--- src/rtl/math_operation.sv ---
// Three-stage pipelined evaluation of F(x, y) = x*x + 2*x*y - y*y on 4-bit signed operands.
// The result port is named final_val because "final" is a reserved SystemVerilog keyword.
module math_operation (
   input  logic              clk,
   input  logic              rst_n,
   input  logic signed [3:0] x,
   input  logic signed [3:0] y,
   output logic signed [8:0] final_val
);

   // 4x4 signed multiply from sign-extended partial products; the MSB of b carries weight -8.
   function automatic logic signed [7:0] smul4(input logic signed [3:0] a,
                                                input logic signed [3:0] b);
      logic [7:0] a_ext;
      logic [7:0] pp0;
      logic [7:0] pp1;
      logic [7:0] pp2;
      logic [7:0] pp3;
      a_ext = {{4{a[3]}}, a};
      pp0   = b[0] ? a_ext : 8'd0;
      pp1   = b[1] ? (a_ext << 1) : 8'd0;
      pp2   = b[2] ? (a_ext << 2) : 8'd0;
      pp3   = b[3] ? (~(a_ext << 3) + 8'd1) : 8'd0;
      return signed'(pp0 + pp1 + pp2 + pp3);
   endfunction

   logic signed [3:0] x_s1;
   logic signed [3:0] y_s1;
   logic signed [7:0] p_xx;
   logic signed [8:0] p_xy2;
   logic signed [7:0] p_yy;

   logic signed [7:0] m_xx;
   logic signed [7:0] m_xy;
   logic signed [7:0] m_yy;
   logic        [9:0] sum;

   always_comb begin
      m_xx = smul4(x_s1, x_s1);
      m_xy = smul4(x_s1, y_s1);
      m_yy = smul4(y_s1, y_s1);
   end

   // Ten bits of headroom for the sum; the result range -127..128 makes the 9-bit truncation exact.
   always_comb begin
      sum = {{2{p_xx[7]}}, p_xx} + {p_xy2[8], p_xy2} - {{2{p_yy[7]}}, p_yy};
   end

   always_ff @(posedge clk or negedge rst_n) begin
      if (!rst_n) begin
         x_s1      <= '0;
         y_s1      <= '0;
         p_xx      <= '0;
         p_xy2     <= '0;
         p_yy      <= '0;
         final_val <= '0;
      end else begin
         x_s1      <= x;
         y_s1      <= y;
         p_xx      <= m_xx;
         p_xy2     <= {m_xy, 1'b0};
         p_yy      <= m_yy;
         final_val <= signed'(sum[8:0]);
      end
   end

endmodule

--- config.mk ---
export PLATFORM = sky130hd
export DESIGN_NAME = math_operation
export DESIGN_NICKNAME = d
export VERILOG_FILES = /design/src/rtl/math_operation.sv
export SDC_FILE = /design/constraint.sdc
export NUM_CORES = 1
export LEC_CHECK = 0
export ABC_AREA = 1
export CORE_AREA = 4 4 91 93
export CTS_CLUSTER_SIZE = 14
export DETAILED_ROUTE_END_ITERATION = 6
export DIE_AREA = 0 0 95 97
export PLACE_DENSITY = 0.63
export SYNTH_ARGS = -nofsm -noshare
export SYNTH_HDL_FRONTEND = slang
export SYNTH_SLANG_ARGS = --single-unit
export TNS_END_PERCENT = 30
--- constraint.sdc ---
create_clock -name clk -period 5.7 [get_ports clk]
set_input_delay 1.425 -clock clk [delete_from_list [all_inputs] [get_ports clk]]
set_output_delay 1.425 -clock clk [all_outputs]
set_load 0.05 [all_outputs]
==> impl_metrics.ini, run 1 <==
[power]
power_density_nw_per_um2 = 427
intPower_mw = 0.813
ir_drop_mv = 0.158
p_clk_frac = 0.164
seq_power_share = 0.270
p_leak_nw = 1.92
combPwrFrac = 0.566
switching_power_mw = 0.624
p_sw_frac = 0.434

[place]
hpwl_mm = 4.05
io_buffers = 18
gp_congestion = 0.806
placed_cells_incl_taps = 445
placed_area_sq_um = 3250

[floorplanning]
rows = 32
start_util = 0.398
die_y_microns = 97
die_w_microns = 95
core_sq_um = 7530
num_io_pins = 19
fp.dieArea_sq_um = 9220

[timing]
min_period_ps = 3030
tightest_slew_ps = 875
max_slew_margin = 0.417
period_share = 0.532
finalClockSkew_ps = 11.8
rsz0062_at_grt = no
finalSetupViolCount = 0
finalHoldViolations = 0
clock.fmax_ghz = 0.330
timing.setup.tns_ps = 0
finalMaxSlewViolations = 0

[grt]
grt_max_degree = 40
grt_pass1_vias = 2138
grt_pass1_wl_mm = 9.05
antenna_found_initial = 0
grt.overflow.total = 0
track_usage = 0.123

[critical_path]
crit_chain = nand2_1 -> inv_1 -> fa_1 -> fa_1 -> ha_1 -> inv_1 -> fa_1 -> o21ai_0 -> inv_1 -> nand2_1 -> nand2_1
reg2reg_depth = 11
cpMaxStageDelayCell = fa_1
setup.worst_path.end_class = flip-flop
crit_arrival_ps = 3210
startpoint_type = flip-flop
worstPathMaxFanout = 11
critical_path.max_stage_delay_ps = 550
crit_type = flip-flop to flip-flop
crit_required_ps = 5880

[logic_synthesis]
syn_area_sq_um = 3000
synth_warnings = 0
postSynthAreaPerCell_sq_um = 8.97
ys_ff_latch = 39
synth_cells = 334
async_reset_ff_frac = 1.00
synth_edf_count = 0
synthFlopType = dfrtp_1
ys_types = 29
ys_seq_area_frac = 0.326
syn_nets = 406

[clocking]
htree_levels = 2
numCtsBuffers = 5
cts_sinks = 39
clk_pin_slew_ps = 80
cts_buffer_depth = 2
cts_tree = built
post-cts-setup-buffers = 0
insertion_delay_ps = 290
postCtsHoldBufs = 0
cts-resized-gates = 0
cts_root_buf = clkbuf_8

[detailed_routing]
avgRoutedWirePerCell_microns = 10.7
vias = 1932
ant_nets = 0
post-route-drc-count = 0
wl_mm = 4.83
vias_per_cell = 4.26
drt_iter0_markers = 74
drt_pass1_iterations = 4

[layout]
mostFrequentLayoutCells = inv_1 (90), nand2_1 (70), dfrtp_1 (39)
area_growth_pct = 12.5
nets = 422
final_core_util = 0.448
design_area_sq_um = 3370
diodes = 0
layout_commonest_cell = inv_1
drive_above_1_share = 0.0570
finalNonFillerCells = 453

[run_status]
status = finished clean

[min_path]
min_path_type = flip-flop to flip-flop
whs_path_depth = 2

[job]
cap_violations = 0
sequential cells by signal (all words and copies together) (netlist names):
register / cells
p_xy2: 8
x_s1: 4
final_val: 9
y_s1: 4
p_yy: 7
p_xx: 7
cell type report:
class                           instances  area, sq um
Fill cell                             744         4160
Multi-Input combinational cell        193         1620
Sequential cell                        39          976
Inverter                               93          352
Timing Repair Buffer                   18          175
Tap cell                              102          128
Clock buffer                            5         68.8
Clock inverter                          3         46.3
metal layers:
metal | track usage | routed length [microns] | up-vias
li1 | - | - | 995
met1 | 0.148 | 2110 | 903
met4 | 0.0300 | 61 | 0
met2 | 0.222 | 2500 | 28
met5 | 0 | 0 | -
met3 | 0.0233 | 157 | 6
per-stage QoR:
stage	hold WS (ps)	power, mW	setup slack [ps]
after detailed placement	511	1.22	2710
after global routing	526	1.61	2380
after global placement	514	1.19	2790
after CTS	523	1.46	2650
after floorplan	373	1.04	2930
final	516	1.44	2670
kinds of logic (layout without fill, tap and decap cells):
logic type	count (synthesis)	in the layout	synth area share
xor+xnor	15	15	0.0439
flops	39	39	0.326
simple gates	104	104	0.152
fa+ha+maj	62	62	0.324
buf+inv	102	119	0.132
compound gates	12	12	0.0226
cell usage after synthesis (2+ instances only):
| master | n | share of area |
|---|---|---|
| nand3b_1 | 3 | 0.0075 |
| xnor2_1 | 8 | 0.023 |
| o21ai_1 | 2 | 0.0033 |
| inv_1 | 90 | 0.11 |
| a21oi_1 | 7 | 0.012 |
| buf_2 | 5 | 0.0084 |
| ha_1 | 36 | 0.15 |
| nor2_1 | 11 | 0.014 |
| nand2_1 | 70 | 0.088 |
| inv_2 | 2 | 0.0025 |
| dfrtp_1 | 39 | 0.33 |
| nand3_1 | 10 | 0.017 |
| fa_1 | 26 | 0.17 |
| nand2_2 | 2 | 0.0042 |
| xor2_1 | 7 | 0.020 |
| clkbuf_1 | 3 | 0.0038 |
power groups by stage:
stage / clock network (mW) / registers, mW / logic [mW]
after floorplan: 0 / 0.473 / 0.563
final: 0.235 / 0.389 / 0.813
after detailed placement: 0 / 0.397 / 0.823
after CTS: 0.241 / 0.391 / 0.828
after global placement: 0 / 0.396 / 0.799
after global routing: 0.253 / 0.396 / 0.958
critical path, delay by kind of cell, from the launching register on:
family                   cells  cell delay (ps)
adder cells (fa/ha/maj)      4             1580
flip-flops                   1              540
AND/OR/NAND/NOR              3              270
buffers and inverters        3              260
AO/OA/AOI/OAI                1              250
worst paths after layout:
check	from	to	slack (ps)
max	y_s1[0]	p_xy2[8]	2670
min	p_yy[0]	final_val[0]	520
max reg2reg	y_s1[0]	p_xy2[8]	2670
min reg2reg	p_yy[0]	final_val[0]	520
max in group asynchronous	rst_n	y_s1[2]	3900
min in group asynchronous	rst_n	p_xx[3]	1250
No activity file was read; power rests on OpenSTA's default activity.
==> inputs of run 2 (changes only) <==
- PLACE_DENSITY: 0.63 -> 0.65
- clock period: 5.7 -> 2.4 ns (I/O delays scaled with it)
==> run 2 against run 1 <==
  * The flow now finishes with violations (setup timing)
  * Total power increased by 140%
  * Sequential power increased by 140%
  * Cell area increased by 11%
  * Register-to-register slack got worse by 2800 ps
  * Largest cell class unchanged
  * Largest power group unchanged
  * Highest routed layer unchanged
==> impl_metrics.ini, run 2 (synthesized netlist as in run 1, its figures left out) <==
[clocking]
insertion_delay_ps = 300
postCtsHoldBufs = 0
cts_sinks = 39
cts_tree = built
clk_pin_slew_ps = 90
cts_buffer_depth = 2
htree_levels = 2
numCtsBuffers = 5
cts_root_buf = clkbuf_8

[floorplanning]
die_w_microns = 95
die_y_microns = 97
start_util = 0.398
core_sq_um = 7530
fp.dieArea_sq_um = 9220
rows = 32
num_io_pins = 19

[critical_path]
startpoint_type = flip-flop
worstPathMaxFanout = 8
crit_arrival_ps = 2740
crit_required_ps = 2600
setup.worst_path.end_class = flip-flop
crit_type = flip-flop to flip-flop

[power]
ir_drop_mv = 0.454
p_leak_nw = 2.07
power_density_nw_per_um2 = 936

[layout]
nFillCells = 719
nets = 457
mostFrequentLayoutCells = inv_1 (81), nand2_1 (62), dfrtp_1 (34)
finalNonFillerCells = 488
final_core_util = 0.495
largest_reg_flops = 9
drive_above_1_share = 0.233
diodes = 0
regMostFlops = final_val
area_growth_pct = 24.5
largestRegisters = final_val: 9 flops, p_xy2: 8 flops
layout_commonest_cell = inv_1

[detailed_routing]
vias_per_cell = 4.30
drt_pass1_iterations = 6
post-route-drc-count = 0
wl_mm = 5.14
vias = 2096
drt_iter0_markers = 84
ant_nets = 0
avgRoutedWirePerCell_microns = 10.5

[place]
placed_cells_incl_taps = 477
hpwl_mm = 4.24
gp_congestion = 0.785
io_buffers = 18

[timing]
holdWs_ps = 223
worst_slack_ps = -133
tightest_slew_ps = 497
finalMaxSlewViolations = 0
rsz0062_at_grt = yes
finalClockSkew_ps = 6.64
finalHoldViolations = 0
finalSetupViolCount = 8
max_slew_margin = 0.668
min_period_ps = 2530
clock.fmax_ghz = 0.395
period_share = 1.06

[min_path]
min_path_type = input port to async pin

[grt]
grt_pass1_wl_mm = 9.65
track_usage = 0.133
grt_pass1_vias = 2216
grt.overflow.total = 0
antenna_found_initial = 0
grt_max_degree = 20

[job]
cap_violations = 0

[run_status]
violations = setup timing
status = finished with violations
run 2: cell types whose count changed in the layout (fill, tap and decap cells not counted), moves of 7 or more:
cell / before / now
inv_2: 2 / 11
nand2_2: 2 / 9
nand2_1: 70 / 62
inv_1: 90 / 81
buf_4: 0 / 33
run 2: area by class of cell:
class | instances | area [sq um] | share of cell area
Clock buffer | 5 | 68.8 | 0.0185
Timing Repair Buffer | 53 | 445 | 0.119
Sequential cell | 39 | 982 | 0.263
Inverter | 93 | 352 | 0.0943
Tap cell | 102 | 128 | 0.0342
Clock inverter | 3 | 23.8 | 0.00638
Multi-Input combinational cell | 193 | 1730 | 0.464
run 2: final timing paths:
path                       slack, ps  endpoint  depth (start not counted)     from
setup / recovery                -130  p_xy2[8]                         11  x_s1[3]
hold / removal                   220   p_xx[2]                          1    rst_n
setup reg to reg                -130  p_xy2[8]                         11  x_s1[3]
hold reg to reg                  460   p_yy[0]                          0  y_s1[0]
max in group asynchronous       1640   y_s1[2]                          2    rst_n
min in group clk                 460   p_yy[0]                          0  y_s1[0]
run 2: what timing repair did:
action | CTS | global route
gates resized for setup | 10 | 16
setup buffers | 3 | 0
pin swaps | 9 | 10
endpoints found under the setup margin | 10 | 10
run 2: metrics by stage:
stage	total power, mW	setup TNS (ps)	cell area, sq um	setup slack [ps]
after global routing	3.93	-1580	3730	-267
final	3.49	-623	3730	-133
after detailed placement	2.98	-1450	3530	-235
after global placement	2.93	-1150	3530	-215
after floorplan	2.49	-733	3060	-140
after CTS	3.50	-754	3680	-146
run 2: worst max-delay path, stage by stage, from the launching register on:
cell and delay [ps]:
dfrtp_2 490, nand2_2 100, inv_2 60, fa_1 450, fa_1 500, ha_2 190
inv_2 40, fa_2 350, o21ai_2 140, inv_1 50, nand2_1 50, nand2_1 40
run 2: power by group:
| part | leakage (nW) | total, mW | switching, mW | internal [mW] |
|---|---|---|---|---|
| clock | 0.0408 | 0.472 | 0.264 | 0.208 |
| sequential | 0.459 | 0.922 | 0.0798 | 0.842 |
| combinational | 1.57 | 2.10 | 1.20 | 0.896 |
run 2: metal layers:
| metal | up-vias | global-route usage | part of all wire |
|---|---|---|---|
| li1 | 1068 | - | - |
| met1 | 1002 | 0.174 | 0.44 |
| met2 | 20 | 0.219 | 0.51 |
| met3 | 6 | 0.0311 | 0.031 |
| met4 | 0 | 0.0333 | 0.012 |
| met5 | - | 0 | 0 |
